`config.mk`:
```
export PLATFORM = sky130hd
export DESIGN_NAME = fifo_wr_arbiter
export DESIGN_NICKNAME = d
export VERILOG_FILES = /design/src/rtl/fifo_wr_arbiter.sv
export SDC_FILE = /design/constraint.sdc
export NUM_CORES = 1
export LEC_CHECK = 0
export ABC_AREA = 1
export CAP_MARGIN = 0
export CORE_MARGIN = 2
export CORE_UTILIZATION = 36
export CTS_CLUSTER_DIAMETER = 30
export DETAILED_ROUTE_END_ITERATION = 10
export PLACE_DENSITY = 0.78
export SYNTH_ARGS = -nofsm -noshare
export SYNTH_HDL_FRONTEND = slang
export SYNTH_SLANG_ARGS = --single-unit
export TNS_END_PERCENT = 30
```
`constraint.sdc`:
```
create_clock -name w_clk -period 1.8 [get_ports w_clk]
set_clock_uncertainty 0.1 [all_clocks]
set_input_delay 0.36 -clock w_clk [delete_from_list [all_inputs] [get_ports w_clk]]
set_output_delay 0.36 -clock w_clk [all_outputs]
set_load 0.005 [all_outputs]
```
`src/rtl/fifo_wr_arbiter.sv`:
```
// rtl/fifo_wr_arbiter.sv - round-robin arbiter sharing one FIFO write port among NREQ requesters
module fifo_wr_arbiter #(
   parameter int DW        = 8,
   parameter int NREQ      = 4,
   parameter int MAX_BURST = 4,
   localparam int OW       = (NREQ > 1) ? $clog2(NREQ) : 1
) (
   input  logic               w_clk,
   input  logic               w_rst_n,
   input  logic [NREQ-1:0]    req_valid,
   input  logic [NREQ-1:0]    req_last,
   input  logic [NREQ*DW-1:0] req_data,
   output logic [NREQ-1:0]    req_ready,
   input  logic               full,
   output logic               w_en,
   output logic [DW-1:0]      w_data,
   output logic [OW-1:0]      owner,
   output logic               busy
);

   localparam int CW = $clog2(MAX_BURST) + 1;

   typedef enum logic {IDLE = 1'b0, BURST = 1'b1} state_t;

   state_t        state;
   state_t        state_nxt;
   logic [OW-1:0] owner_nxt;
   logic [OW-1:0] rr_ptr;
   logic [OW-1:0] rr_nxt;
   logic [OW-1:0] rr_adv;
   logic [CW-1:0] cnt;
   logic [CW-1:0] cnt_nxt;
   logic [OW-1:0] pick;
   logic [OW:0]   idx;
   logic          any_req;
   logic          own_valid;
   logic          own_last;
   logic [DW-1:0] own_data;
   logic          xfer;

   // Round-robin pick: first valid requester scanning upward from rr_ptr with wrap
   always_comb begin
      pick    = '0;
      any_req = 1'b0;
      idx     = '0;
      for (int k = 0; k < NREQ; k++) begin
         idx = {1'b0, rr_ptr} + (OW+1)'(k);
         if (idx >= (OW+1)'(NREQ)) begin
            idx = idx - (OW+1)'(NREQ);
         end
         if (!any_req && req_valid[idx[OW-1:0]]) begin
            pick    = idx[OW-1:0];
            any_req = 1'b1;
         end
      end
   end

   // Select the current owner's request lines
   always_comb begin
      own_valid = 1'b0;
      own_last  = 1'b0;
      own_data  = '0;
      for (int i = 0; i < NREQ; i++) begin
         if (owner == OW'(i)) begin
            own_valid = req_valid[i];
            own_last  = req_last[i];
            own_data  = req_data[i*DW +: DW];
         end
      end
   end

   // Round-robin pointer moves just past the owner whenever a grant ends
   always_comb begin
      rr_adv = (owner == OW'(NREQ-1)) ? '0 : owner + OW'(1);
   end

   // State register: FSM state, grant owner, round-robin pointer, burst word count
   always_ff @(posedge w_clk or negedge w_rst_n) begin
      if (!w_rst_n) begin
         state  <= IDLE;
         owner  <= '0;
         rr_ptr <= '0;
         cnt    <= '0;
      end else begin
         state  <= state_nxt;
         owner  <= owner_nxt;
         rr_ptr <= rr_nxt;
         cnt    <= cnt_nxt;
      end
   end

   // Next state: grant in IDLE, count words in BURST, release on last/limit/valid drop
   always_comb begin
      state_nxt = state;
      owner_nxt = owner;
      rr_nxt    = rr_ptr;
      cnt_nxt   = cnt;
      case (state)
         IDLE: begin
            if (any_req) begin
               state_nxt = BURST;
               owner_nxt = pick;
               cnt_nxt   = '0;
            end
         end
         BURST: begin
            if (!own_valid) begin
               // A vanished request releases the grant even while the FIFO is full
               state_nxt = IDLE;
               rr_nxt    = rr_adv;
            end else if (xfer) begin
               cnt_nxt = cnt + CW'(1);
               if (own_last || (cnt == CW'(MAX_BURST-1))) begin
                  state_nxt = IDLE;
                  rr_nxt    = rr_adv;
               end
            end
         end
         default: state_nxt = IDLE;
      endcase
   end

   // Outputs: write straight through from the owner, blocked by full, only in BURST
   always_comb begin
      busy      = (state == BURST);
      xfer      = busy & own_valid & ~full;
      w_en      = xfer;
      w_data    = own_data;
      req_ready = '0;
      for (int i = 0; i < NREQ; i++) begin
         req_ready[i] = xfer && (owner == OW'(i));
      end
   end

endmodule

```
# == Word level (Yosys, flattened, before mapping) ==
# Cells that the tools add are included.
# word_totals
register_bits,8
input_bits,43
output_inout_bits,16
elab_cells,94
# op_classes
add_sub_neg,9
n_lt_le_gt_ge,8
eq_ne,9
muxes,45
bitwise_logic,4
n_reduce_logical,15
# ops
op,count
two-way mux 8 bit,4
two-way mux 2 bit,12
two-way mux 1 bit,20
< comparator 2 x 3 -> 1 bit (second input constant),4
greater-or-equal comparator 3 bit (second input constant),3
two-way mux 3 bit,3
binary-select mux 1 bit (select 2 bit),4
subtractor 2 x 1 -> 2 bit (second input constant),4
logical AND 1 bit,7
adder 2 x 2 -> 3 bit (second input constant),2
inequality test 2 bit (second input constant),3
one-hot mux 3 bit (2 select lines),1
AND reduction 3 bit,2
== test 2 bit (second input constant),2
inequality test 2 x 1 -> 1 bit (second input constant),2
adder 2 x 1 -> 3 bit (second input constant),1
adder 3 x 1 -> 3 bit (second input constant),1
== test 3 x 2 -> 1 bit (second input constant),1
greater-or-equal comparator 2 x 3 -> 1 bit (second input constant),1
logical NOT 1 bit,3
adder 2 x 1 -> 2 bit (second input constant),1
bitwise AND 1 bit,2
== test 2 x 1 -> 1 bit (second input constant),1
logical NOT 2 bit,1
4 further kinds,5

# == Depth between registers and ports, before layout ==
# depth
ltp_word,16
depth_mapped,12
ltp_nobuf,12

# == Worst setup path before layout ==
# No wires, ideal clock.
# synth_path
kind,reg2out
startpoint,reg owner[1]
endpoint,out req_ready[0]
arrival_time_ns,1.376
t_required_ns,1.340
slack_ns,-0.036
stages_incl_launch_ff,9
path_buffers,1
cell_sequence,dfrtp_1 -> inv_1 -> ha_1 -> buf_2 -> nor3_1 -> o21ai_1 -> nand2_2 -> nand2_4 -> nor2_1
# synth_between
elab_chain_cells,8
# synth_lines
element,line_no,text
from (decl),17,"output logic [OW-1:0] owner,"
from (signal assigned),86,owner <= owner_nxt;
logical NOT 2 bit,"64, 131",
two-way mux 1 bit (4 in series),64,if (owner == OW'(i)) begin
bitwise AND 1 bit (2 in series),126,xfer = busy & own_valid & ~full;
logical AND 1 bit *,131,req_ready[i] = xfer && (owner == OW'(i));
to (decl),13,"output logic [NREQ-1:0] req_ready,"
# Mark *: on every way between the ends. The rest lies on a longest branch, timed or not.

# == Worst setup path after layout ==
# Ends and elaborated chain as after synthesis.

==> run summary <==
The first detailed-routing pass took 6 iterations. The endpoint identified for the worst register-to-register timing path is rr_ptr[0]$_DFFE_PN0P_. Across all layers, the routed design uses 1459 vias. The area of placed instances was 1880 µm². Detailed placement ended at an HPWL of 2740 µm.

Across the run, the number of max-cap violations was 0. The final number of max-transition violations is 0. The number of synthesis warnings is 0, and the final design instance area without fill is 2010 µm². The logs give 411 µm for the amount of wire on met3 after detailed routing and 0 for the remaining global-route overflow. The floorplan has 20 rows. After detailed routing, the number of vias per cell comes to 4.82. The slowest stage cell on the critical path was dfrtp_1. Across all hold checks on the routed design, the worst slack comes to 0.284 ns.

Buffers inserted during clock tree synthesis total 3. The highest fanout seen on the critical path works out to 5. The flow ran to the end, but the final reports show violations. Via count of the first global-routing pass: 1308.

The sum of routed wire segments on met1 came out at 1440 µm. Leaving out fill and tap cells, the most frequent cell in the layout is nand2_1. The multi-input combinational cells in the finished layout cover a total of 901 µm². TritonCTS built the clock tree.

The run gives 8 as the number of clock sinks seen by CTS. The tools report the type of element capturing the critical path as an output pin. Reported leakage power: 1.01 nW. The net count of the finished layout was 321; the die span in y was 59.5 µm. In this run the number of cells on the critical path is 8. The clock slew at the register clock pins of the worst setup and hold paths was 0.05 ns; the met2 layer wire length in the routed design was 1670 µm.

Once detail routing completed, the nets flagged for antenna violations numbered 0. The proportion of layout cells with a drive suffix above 1 was 0.341. The total length of routed wires is 3560 µm, and the number of input and output port buffers inserted is 58.

59 I/O pins were placed. For the insertion delay of the later-clocked pin in the worst-skew pair, the log shows 0.25 ns. The logs give 201 µm² for the area used by sequential logic in the layout and 20 for the largest net degree at the start of global routing.

Data on the critical path arrives at its endpoint at 1.61 ns. Setup violations remaining at the end of the flow were counted as 13. Excluding fillers, the count of instances in the completed layout stands at 303.

The worst max-slew margin expressed relative to the limit was 0.766. The end-of-flow core utilization was 0.669; the number of register bits inferred by synthesis was 8. Walking the worst path, the cells encountered are inv_2 > ha_4 > nor3_2 > o21ai_2 > nand2_2 > nand2_4 > nor2_2 > buf_2.

The number of hold buffers added after CTS was 0. Setup total negative slack on the finished layout was measured at -3.08 ns. The power density over the cells works out to 1590 nW/µm². The run gives 1 as the level count of the clock H-tree. The cell total after placement is 293, and the sequential-to-total area share from yosys stat is 0.180. The repair_antennas step left the layout with diodes totalling 0. Synthesis produced a netlist whose cell count is 185.

The launch point of the worst path is owner[1]$_DFFE_PN0P_. For this block, the initial DRC count from the detailed router was 48. Timing would allow up to 0.482 GHz.

The slack of the critical path is -0.273 ns, and the synthesized area is 1110 µm². The largest single stage delay on the critical path is 0.41 ns. The total track usage was 0.196. Setup repair after global routing could not meet its margin everywhere. Yosys mapped the design onto 23 distinct sky130hd cell types. Synthesis produced a netlist with a net count of 234.

The final RePlAce weighted congestion is 0.855. In this run the critical register-to-register path is launched from owner[1]$_DFFE_PN0P_. The starting density of the core is 0.370.

The routed length per instance works out to 11.8 µm. Broken down by cell family, the worst path's largest delay share belongs to simple AND/OR/NAND/NOR gates. The core region is 3000 µm². After detailed routing, the number of remaining DRC violations is 0. The final number of hold-violating endpoints came out at 0. The top cell types in the final layout, fill and taps aside, are nand2_1 (69), clkdlybuf4s50_1 (43), buf_4 (26). The filler cells instantiated in the layout total 249. The synthesized area divided by synthesized cell count was 6.00 µm²; the minimum clock period after layout was 2.07 ns. For the worst flop-to-flop path, the logic depth is 9.

The checks that failed: negative setup slack. At the pin with the least slew margin, the transition time is 0.350 ns. The register-to-register path setup slack is 0.11 ns. The min-delay analysis places its worst path in the category in2async.

Counting both buffers and inverters, the worst setup path holds a total of 2. Data on the critical path is required at its endpoint by 1.34 ns. The startpoint kind of the worst setup timing path was a register. The floorplan step defined a die boundary enclosing 3540 µm².

The longest clock path from root to sink contains 2 buffers. The global-route wire length before repair came out at 5440 µm. By startpoint and endpoint, the worst setup path is classified as reg2out. The final worst-path cycle share is 1.15. The die is 59.5 µm wide. After detailed routing, no signal wire sits above met4. The tools report the end point of the critical path as req_ready[0]. From synthesis to final layout, the design area changed by 81.1%. Initial antenna violation count: 0. The run gives 0.000975 V as the largest voltage drop on the vdd net. The buffer type at the clock tree root is clkbuf_4.
-- layout make-up --
cell class	instances	area share
Multi-Input combinational cell	152	0.448
Tap cell	33	0.0205
Sequential cell	8	0.100
Inverter	19	0.0380
Timing Repair Buffer	88	0.382
Clock buffer	3	0.0112
-- sequential cells by signal, summed over array words and instances (netlist names) --
name,flops
cnt,3
busy,1
owner,2
rr_ptr,2
-- synth_stat cells, drive strengths merged --
cell type / count / area [µm²]
inv: 19 / 71.3
a21boi: 1 / 7.51
buf: 2 / 16.3
nor2: 12 / 63.8
nand4: 1 / 6.26
nor3: 1 / 5.00
dfrtp: 8 / 200
clkbuf: 4 / 15.0
a21oi: 12 / 60.1
nand2: 82 / 373
nand3: 12 / 87.6
o21ai: 25 / 129
ha: 6 / 75.1
-- cell families after synthesis --
| group | Yosys count | share of synthesized area |
|---|---|---|
| flops | 8 | 0.180 |
| buf+inv | 25 | 0.0924 |
| compound gates | 38 | 0.177 |
| simple gates | 108 | 0.483 |
| fa+ha+maj | 6 | 0.0676 |
-- how the worst min path moves through the flow --
stage               slack [ns]  cells after the start               start                  to
CTS                       0.30                      1             w_rst_n  cnt[0]$_DFFE_PN0P_
finish                    0.28                      1             w_rst_n  cnt[0]$_DFFE_PN0P_
global route              0.31                      1             w_rst_n  cnt[0]$_DFFE_PN0P_
global placement          0.37                      1  cnt[0]$_DFFE_PN0P_  cnt[0]$_DFFE_PN0P_
floorplan                -0.04                      0             w_rst_n      busy$_DFF_PN0_
detailed placement        0.38                      1  cnt[0]$_DFFE_PN0P_  cnt[0]$_DFFE_PN0P_
-- power by group --
group / internal, mW / switching (mW) / leakage, nW
combinational: 1.26 / 1.47 / 0.894
sequential: 0.259 / 0.0791 / 0.101
clock: 0.0760 / 0.0564 / 0.0138
-- stage by stage --
step / setup WS [ns] / power, mW
4_1_cts: -0.287 / 3.09
3_5_place_dp: -0.589 / 2.82
6_report: -0.273 / 3.20
5_1_grt: -0.374 / 3.48
3_3_place_gp: -0.564 / 2.80
2_1_floorplan: 0.00279 / 1.83
-- worst reg2reg max path, cell delays in order (launching register included) --
cell and delay, ns:
dfrtp_1 0.42, buf_4 0.18, ha_4 0.16, buf_4 0.20, a21oi_1 0.14, nand2_1 0.07, nand2_1 0.07, nand2_2 0.09
nand2_1 0.07, o21ai_0 0.08
-- metal layers --
layer	global-route usage	vias to the layer above
li1	-	761
met1	0.220	626
met2	0.372	66
met3	0.0502	6
met4	0.0381	0
met5	0	-
-- what timing repair did --
action / in CTS / in global routing
endpoints found under the setup margin: 13 / 19
resized for setup: 80 / 14
pin swaps: 10 / 6
hold endpoints to repair: 0 / 0
setup buffers: 7 / 1
Power figures use the tool's default switching activity.
